--- config.mk ---
export PLATFORM = sky130hd
export DESIGN_NAME = lvg_issuer
export DESIGN_NICKNAME = d
export VERILOG_FILES = /design/src/rtl/lvg_issuer_pkg.sv /design/src/rtl/lvg_cmd_fifo.sv /design/src/rtl/lvg_issuer.sv
export SDC_FILE = /design/constraint.sdc
export NUM_CORES = 1
export LEC_CHECK = 0
export BUFFER_PORTS_ARGS = -buffer_cell sky130_fd_sc_hd__clkbuf_2
export CAP_MARGIN = 0
export CORE_ASPECT_RATIO = 0.9
export CORE_UTILIZATION = 55
export CTS_CLUSTER_SIZE = 16
export DETAILED_ROUTE_END_ITERATION = 7
export GPL_ROUTABILITY_DRIVEN = 0
export PLACE_DENSITY_LB_ADDON = 0.08
export SETUP_SLACK_MARGIN = 0.02
export SLEW_MARGIN = 20
export SYNTH_ARGS = -nofsm -noshare
export SYNTH_HDL_FRONTEND = slang
export SYNTH_SLANG_ARGS = --single-unit
export TNS_END_PERCENT = 5
--- constraint.sdc ---
create_clock -name clk -period 1.95 [get_ports clk]
set_clock_uncertainty 0.05 [all_clocks]
set_input_delay 0.39 -clock clk [delete_from_list [all_inputs] [get_ports clk]]
set_output_delay 0.39 -clock clk [all_outputs]
set_load 0.02 [all_outputs]
--- src/rtl/lvg_issuer_pkg.sv ---
// Shared definitions for the lvg command issuer: opcodes, instr field layout,
// issuer state encoding and a saturating counter helper.
package lvg_issuer_pkg;

    localparam int OP_LSB   = 0;
    localparam int OP_MSB   = 7;
    localparam int ADDR_LSB = 8;
    localparam int ADDR_MSB = 15;
    localparam int INSTR_W  = 16;

    localparam logic [7:0] LVG_OP_NOP    = 8'd0;
    localparam logic [7:0] LVG_OP_LOADL  = 8'd1;
    localparam logic [7:0] LVG_OP_LOADR  = 8'd2;
    localparam logic [7:0] LVG_OP_MATMUL = 8'd3;

    // Wide enough for any MATMUL window up to 32 cycles.
    localparam int MM_CNT_W = 5;

    typedef enum logic [1:0] {
        S_IDLE = 2'd0,
        S_ONE  = 2'd1,
        S_MM   = 2'd2,
        S_GAP  = 2'd3
    } issuer_state_t;

    function automatic logic [15:0] sat_inc16(input logic [15:0] value);
        return (value == 16'hFFFF) ? value : value + 16'd1;
    endfunction

endpackage

--- src/rtl/lvg_cmd_fifo.sv ---
// DEPTH x WIDTH synchronous command FIFO with show-ahead read data,
// full/empty flags and asynchronous active-low pointer reset.
module lvg_cmd_fifo #(
    parameter int DEPTH = 4,
    parameter int WIDTH = 16
) (
    input  logic             clk,
    input  logic             rst,
    input  logic             push,
    input  logic [WIDTH-1:0] wr_data,
    input  logic             pop,
    output logic [WIDTH-1:0] rd_data,
    output logic             full,
    output logic             empty
);

    localparam int AW = $clog2(DEPTH);

    logic [WIDTH-1:0] mem [DEPTH];
    logic [AW:0]      wr_ptr;
    logic [AW:0]      rd_ptr;
    logic             do_push;
    logic             do_pop;

    // Extra pointer bit distinguishes full from empty when the indices match.
    assign full    = (wr_ptr[AW] != rd_ptr[AW]) && (wr_ptr[AW-1:0] == rd_ptr[AW-1:0]);
    assign empty   = (wr_ptr == rd_ptr);
    assign do_push = push && !full;
    assign do_pop  = pop && !empty;
    assign rd_data = mem[rd_ptr[AW-1:0]];

    // NOTE: storage is deliberately not reset; empty/full come from the pointers,
    // so stale entries are never observed and the array can map onto plain RAM.
    always_ff @(posedge clk) begin
        if (do_push) begin
            mem[wr_ptr[AW-1:0]] <= wr_data;
        end
    end

    // NOTE: sequential state uses non-blocking assignments so every register
    // samples pre-edge values regardless of block ordering.
    always_ff @(posedge clk or negedge rst) begin
        if (!rst) begin
            wr_ptr <= '0;
            rd_ptr <= '0;
        end else begin
            if (do_push) begin
                wr_ptr <= wr_ptr + (AW+1)'(1);
            end
            if (do_pop) begin
                rd_ptr <= rd_ptr + (AW+1)'(1);
            end
        end
    end

endmodule

--- src/rtl/lvg_issuer.sv ---
// Host-side command issuer for lvg: FIFO-buffered commands expanded into per-cycle instr words.
// Optional per-opcode issue counters are enabled by defining LVG_ISSUER_STATS_EN.
module lvg_issuer
    import lvg_issuer_pkg::*;
#(
    parameter int DEPTH     = 4,
    parameter int MM_CYCLES = 24
) (
    input  logic                clk,
    input  logic                rst,
    input  logic                cmd_valid,
    output logic                cmd_ready,
    input  logic [7:0]          cmd_op,
    input  logic [7:0]          cmd_addr,
    output logic [INSTR_W-1:0]  instr,
    output logic                busy,
    output logic                done,
    output logic                err
`ifdef LVG_ISSUER_STATS_EN
    ,
    output logic [15:0]         mm_count,
    output logic [15:0]         load_count
`endif
);

    localparam logic [MM_CNT_W-1:0] MM_LOAD = MM_CNT_W'(MM_CYCLES - 1);

    issuer_state_t        state;
    logic [MM_CNT_W-1:0]  mm_cnt;
    logic [INSTR_W-1:0]   head;
    logic [7:0]           head_op;
    logic                 fifo_full;
    logic                 fifo_empty;
    logic                 pop;

    lvg_cmd_fifo #(
        .DEPTH (DEPTH),
        .WIDTH (INSTR_W)
    ) u_fifo (
        .clk     (clk),
        .rst     (rst),
        .push    (cmd_valid),
        .wr_data ({cmd_addr, cmd_op}),
        .pop     (pop),
        .rd_data (head),
        .full    (fifo_full),
        .empty   (fifo_empty)
    );

    assign head_op   = head[OP_MSB:OP_LSB];
    assign cmd_ready = !fifo_full;
    assign busy      = (state != S_IDLE) || !fifo_empty;
    // The MATMUL window never pops; every other state may start the next command.
    assign pop       = !fifo_empty && (state != S_MM);

    always_ff @(posedge clk or negedge rst) begin
        if (!rst) begin
            state  <= S_IDLE;
            mm_cnt <= '0;
            instr  <= '0;
            done   <= 1'b0;
            err    <= 1'b0;
        end else begin
            done <= 1'b0;
            err  <= 1'b0;
            case (state)
                S_IDLE, S_ONE, S_GAP: begin
                    if (pop) begin
                        if (head_op == LVG_OP_MATMUL) begin
                            state  <= S_MM;
                            instr  <= head;
                            mm_cnt <= MM_LOAD;
                        end else if (head_op > LVG_OP_MATMUL) begin
                            state <= S_ONE;
                            instr <= '0;
                            err   <= 1'b1;
                            done  <= 1'b1;
                        end else begin
                            state <= S_ONE;
                            instr <= head;
                            done  <= 1'b1;
                        end
                    end else begin
                        state <= S_IDLE;
                        instr <= '0;
                    end
                end
                S_MM: begin
                    // The mandatory zero cycle lets lvg see a fresh MATMUL edge next time.
                    if (mm_cnt == '0) begin
                        state <= S_GAP;
                        instr <= '0;
                        done  <= 1'b1;
                    end else begin
                        mm_cnt <= mm_cnt - MM_CNT_W'(1);
                    end
                end
            endcase
        end
    end

`ifdef LVG_ISSUER_STATS_EN
    always_ff @(posedge clk or negedge rst) begin
        if (!rst) begin
            mm_count   <= '0;
            load_count <= '0;
        end else if (pop) begin
            if (head_op == LVG_OP_MATMUL) begin
                mm_count <= sat_inc16(mm_count);
            end
            if (head_op == LVG_OP_LOADL || head_op == LVG_OP_LOADR) begin
                load_count <= sat_inc16(load_count);
            end
        end
    end
`endif

endmodule
==> flow_metrics.env, run 1 <==
export IMPL_core_area_um2=6250
export IMPL_slew_viol_final=0
export IMPL_cts_buffer_depth=2
export IMPL_drive_above_1_share=0.357
export IMPL_numCtsBuffers=9
export IMPL_yosysTopAreaCell="edfxtp_1"
export IMPL_grt_pass1_vias=2076
export IMPL_power_total_w=0.00600
export IMPL_root_buffer="clkbuf_8"
export IMPL_final_antenna_net_count=0
export IMPL_drt_iter0_markers=64
export IMPL_worst_slack_ns=-0.119
export IMPL_drc=0
export IMPL_rsz0062_at_grt="yes"
export IMPL_die_w_um=87.8
export IMPL_ir_worst_vdd_mv=0.700
export IMPL_wl_met2_mm=3.32
export IMPL_synth_ff_type="edfxtp_1"
export IMPL_fp_row_count=27
export IMPL_ff2ff_path_depth=6
export IMPL_clk_pin_slew_ns=0.08
export IMPL_ff2ff_setup_slack_ns=0.04
export IMPL_synth_fp_nets=229
export IMPL_critPathLaunchType="register"
export IMPL_grt_max_degree=32
export IMPL_slew_headroom=0.492
export IMPL_gr_total_overflow=0
export IMPL_critPathCaptureType="primary output"
export IMPL_dieHeight_um=79.2
export IMPL_r2r_end="mm_cnt[3]"
export IMPL_drt_pass1_iterations=4
export IMPL_p_per_area_nw_per_um2=1400
export IMPL_clock_sinks=95
export IMPL_via_count=1973
export IMPL_wl_met3_um=278
export IMPL_grtUsageTotal=0.211
export IMPL_antenna_found_initial=0
export IMPL_cts_tree="built"
export IMPL_dpl_hpwl_mm=4.45
export IMPL_hold_viol=0
export IMPL_synthCells=203
export IMPL_max_slew_worst_pin_slew_ns=0.762
export IMPL_numPortBuffers=38
export IMPL_setup_tns_ns=-0.171
export IMPL_final_net_count=290
export IMPL_diodes=0
export IMPL_pre_cts_ws_ns=0.0532
export IMPL_maxUsedRoutingLayer="met4"
export IMPL_hold_ws_ns=0.0485
export IMPL_synth_warnings=0
export IMPL_drt_total_wl_mm=6.56
export IMPL_nFillCells=428
export IMPL_ios=39
export IMPL_criticalPathCategory="reg -> out"
export IMPL_initial_core_util=0.583
export IMPL_cp_max_fo=3
export IMPL_crit_arrival_ns=1.63
export IMPL_synth_edff_count=64
export IMPL_synth_common_cells="edfxtp_1, dfrtp_1, nor2_1"
export IMPL_grt_pass1_wl_mm=10.2
export IMPL_r2r_start="u_fifo.rd_ptr[0]"
export IMPL_async_flop_share=0.326
export IMPL_required_ns=1.51
export IMPL_wl_per_cell_um=18.4
export IMPL_worstSkewPairLatency_ns=0.35
export IMPL_syn2layout_area_growth_pct=17.6
export IMPL_leakagePower_nw=1.71
export IMPL_ys_seq_area_frac=0.740
export IMPL_fmax_mhz=483
export IMPL_syn_area_per_cell_um2=18.0
export IMPL_crit_end="busy"
export IMPL_status="complete, but fails checks"
export IMPL_synth_area_leaders="edfxtp_1, dfrtp_1, mux4_2"
export IMPL_htree_levels=3
export IMPL_setup_viol=2
export IMPL_fp_dieArea_um2=6960
export IMPL_syn_area_um2=3650
export IMPL_finalCriticalPeriod_ns=2.07
export IMPL_ys_types=32
export IMPL_ys_ff_latch=95
export IMPL_yosys_cell_count_top_type="edfxtp_1"
export IMPL_synth_top_area_frac=0.527
export IMPL_m1WireLength_mm=2.75
export IMPL_violations="setup timing"
export IMPL_hp_class="in -> async"
export IMPL_fin_crit_sh=1.06
export IMPL_via_per_inst=5.54
export IMPL_setup_worst_path_start="u_fifo.rd_ptr[0]"
export IMPL_maxCapViolations=0
-- state kept, by name, summed over array words and instances (netlist names) --
signal / cells
state: 2
u_fifo.wr_ptr: 3
u_fifo.mem: 64
err: 1
u_fifo.rd_ptr: 3
instr: 16
done: 1
mm_cnt: 5
-- layer usage --
layer | track usage | vias to the layer above
met5 | 0 | -
met4 | 0.118 | 0
met3 | 0.0613 | 18
met2 | 0.350 | 60
met1 | 0.246 | 1003
li1 | - | 892
-- report_power, final --
group          internal (W)  total [W]  switching, W
Combinational      0.000969    0.00199       0.00102
Clock              0.000545    0.00118      0.000635
Sequential          0.00264    0.00283      0.000193
-- area by class of cell --
type	instances	area, µm²	area share
Sequential cell	95	2700	0.630
Multi-Input combinational cell	96	913	0.213
Timing Repair Buffer	57	362	0.0843
Clock buffer	12	156	0.0365
Tap cell	87	109	0.0254
Clock inverter	4	27.5	0.00642
Inverter	5	18.8	0.00438
-- per-stage QoR --
step           std cells  utilization  area [µm²]
4_1_cts              356        0.684        4280
3_3_place_gp         333        0.641        4010
5_1_grt              356        0.686        4290
6_report             356        0.686        4290
2_1_floorplan        203            -        3650
3_5_place_dp         333        0.641        4010
-- cells by family after synthesis --
group | count (synthesis) | share of synthesized area
xor gates and xnor gates | 9 | 0.0216
DFF | 95 | 0.740
AOI/OAI and AO/OA | 20 | 0.0405
buffers and inverters | 12 | 0.0209
muxes | 14 | 0.0844
adders and majority gates | 7 | 0.0240
and+or+nand+nor | 46 | 0.0686
-- how the worst min path moves through the flow --
stage	end	cells after the start
4_1_cts	state[0]	1
5_1_grt	err	1
6_report	instr[3]	1
3_5_place_dp	instr[4]	1
2_1_floorplan	done	0
3_3_place_gp	instr[7]	1
-- timing repair --
item	in CTS	in global routing
pin swaps	2	2
hold endpoints to repair	0	0
setup buffers	7	0
setup endpoints to repair	2	5
cloned	0	0
gates resized for setup	8	4
hold buffers	0	0
-- worst max-delay path, stage by stage (launching register included) --
cell and delay, ns:
dfrtp_2 0.45, xnor2_4 0.21, nand3_2 0.12, or3_1 0.33
buf_2 0.17
-- cells in the final DEF (no fill, tap or decap), drive strengths merged, types with 7 or more instances in the layout --
master,netlist,layout
a22o,10,10
and2,8,8
buf,5,20
clkbuf,2,49
dfrtp,31,31
edfxtp,64,64
ha,7,7
inv,5,7
mux4,13,13
nor2,15,15
xnor2,7,7
Note: power is estimated with default switching activity, not from simulation.
==> inputs of run 2 (changes only) <==
--- a/config.mk
+++ b/config.mk
@@ -12,7 +12,7 @@
 export CTS_CLUSTER_SIZE = 16
 export DETAILED_ROUTE_END_ITERATION = 7
 export GPL_ROUTABILITY_DRIVEN = 0
-export PLACE_DENSITY_LB_ADDON = 0.08
+export PLACE_DENSITY = 0.86
 export SETUP_SLACK_MARGIN = 0.02
 export SLEW_MARGIN = 20
 export SYNTH_ARGS = -nofsm -noshare
==> flow_metrics.env, run 2 (same netlist as run 1, synthesis figures left out) <==
export IMPL_ff2ff_path_depth=6
export IMPL_ios=39
export IMPL_gr_total_overflow=0
export IMPL_via_count=1936
export IMPL_syn2layout_area_growth_pct=16.7
export IMPL_power_total_w=0.00584
export IMPL_final_common_cell="edfxtp_1"
export IMPL_htree_levels=3
export IMPL_fin_util=0.681
export IMPL_critPathCaptureType="primary output"
export IMPL_fin_crit_sh=1.04
export IMPL_r2r_start="u_fifo.rd_ptr[1]"
export IMPL_cp_max_fo=3
export IMPL_cts_buffer_depth=2
export IMPL_dieHeight_um=79.2
export IMPL_rsz0062_at_grt="yes"
export IMPL_via_per_inst=5.42
export IMPL_dpl_hpwl_mm=4.12
export IMPL_fp_dieArea_um2=6960
export IMPL_r2r_end="mm_cnt[3]"
export IMPL_required_ns=1.51
export IMPL_initial_core_util=0.583
export IMPL_largest_reg_flops=64
export IMPL_drive_above_1_share=0.356
export IMPL_grt_pass1_vias=1995
export IMPL_slew_headroom=0.500
export IMPL_root_buffer="clkbuf_8"
export IMPL_fp_row_count=27
export IMPL_criticalPathCategory="reg -> out"
export IMPL_crit_arrival_ns=1.59
export IMPL_final_net_count=291
export IMPL_drc=0
export IMPL_cts_tree="built"
export IMPL_worstSkewPairLatency_ns=0.36
export IMPL_hold_ws_ns=0.0354
export IMPL_drt_total_wl_mm=5.96
export IMPL_clk_pin_slew_ns=0.08
export IMPL_max_slew_worst_pin_slew_ns=0.750
export IMPL_drt_iter0_markers=87
export IMPL_nFillCells=416
export IMPL_grt_pass1_wl_mm=9.48
export IMPL_worst_slack_ns=-0.0827
export IMPL_hold_viol=0
export IMPL_grt_max_degree=32
export IMPL_setup_viol=2
export IMPL_grtUsageTotal=0.195
export IMPL_maxCapViolations=0
export IMPL_numCtsBuffers=9
export IMPL_slew_viol_final=0
export IMPL_diodes=0
export IMPL_status="complete, but fails checks"
export IMPL_fmax_mhz=492
export IMPL_finalCriticalPeriod_ns=2.03
export IMPL_hp_class="in -> async"
export IMPL_drt_pass1_iterations=6
export IMPL_numPortBuffers=38
export IMPL_violations="setup timing"
export IMPL_die_w_um=87.8
export IMPL_wl_per_cell_um=16.7
export IMPL_clock_sinks=95
export IMPL_ir_worst_vdd_mv=0.684
export IMPL_layout_common_cells="edfxtp_1, clkbuf_2, dfrtp_1"
export IMPL_critPathLaunchType="register"
export IMPL_leakagePower_nw=1.69
export IMPL_p_per_area_nw_per_um2=1370
export IMPL_antenna_found_initial=0
export IMPL_final_antenna_net_count=0
export IMPL_ff2ff_setup_slack_ns=0.09
export IMPL_core_area_um2=6250
## run 2: cell types whose count changed in the layout (fill, tap and decap cells not counted), sizes merged
cell and delta:
clkbuf -3, buf +2, clkinv +2, clkinvlp +1
inv -1
## run 2: worst max path at each step
| stage | endpoint | slack [ns] | depth (start not counted) | start |
|---|---|---|---|---|
| after floorplan | u_fifo.mem[3][0] | 0.04 | 4 | u_fifo.rd_ptr[1] |
| after global placement | busy | 0.15 | 4 | u_fifo.rd_ptr[1] |
| after detailed placement | done | 0.06 | 5 | u_fifo.rd_ptr[0] |
| after CTS | busy | -0.07 | 4 | u_fifo.wr_ptr[1] |
| after global routing | busy | -0.15 | 4 | u_fifo.rd_ptr[1] |
| final | busy | -0.08 | 4 | u_fifo.rd_ptr[1] |
## run 2: what timing repair did
item	CTS	global route
buffers inserted	7	3
resized for setup	8	5
pin swaps	4	3
endpoints found under the setup margin	2	5
hold buffers	0	0
## run 2: cell type report
cell class              count  area, µm²  area share
multi-input cells          96        902       0.212
repair buffers             58        350      0.0824
clock inverters             6       45.0      0.0106
well taps                  87        109      0.0256
inverters                   5       18.8     0.00441
flip-flops and latches     95       2700       0.635
clock buffers              10        128      0.0300
## run 2: per-layer routing
metal	global-route usage	vias up	share of wire
met5	0	-	0
met1	0.240	969	0.42
met2	0.312	54	0.51
li1	-	898	-
met4	0.0738	0	0.022
met3	0.0759	15	0.044
## run 2: report_power, final
| part | switching [W] | internal (W) | total, W |
|---|---|---|---|
| Sequential | 0.000175 | 0.00263 | 0.00281 |
| Combinational | 0.000979 | 0.000943 | 0.00192 |
| Clock | 0.000641 | 0.000467 | 0.00111 |
| Total | 0.00179 | 0.00404 | 0.00584 |
## run 2: worst max-delay path: stages, from the launching register on
cell     delay, ns
dfrtp_2       0.44
xnor2_2       0.22
nand3_2       0.11
or3_1         0.33
buf_6         0.14
## run 2: metrics by stage
stage          cells  setup TNS, ns  area (µm²)  setup WS, ns
2_1_floorplan    203              0        3650        0.0417
3_3_place_gp     331              0        3970         0.146
3_5_place_dp     331              0        3970        0.0578
4_1_cts          354        -0.0917        4230       -0.0697
6_report         357         -0.131        4250       -0.0827
5_1_grt          357         -0.260        4250        -0.154
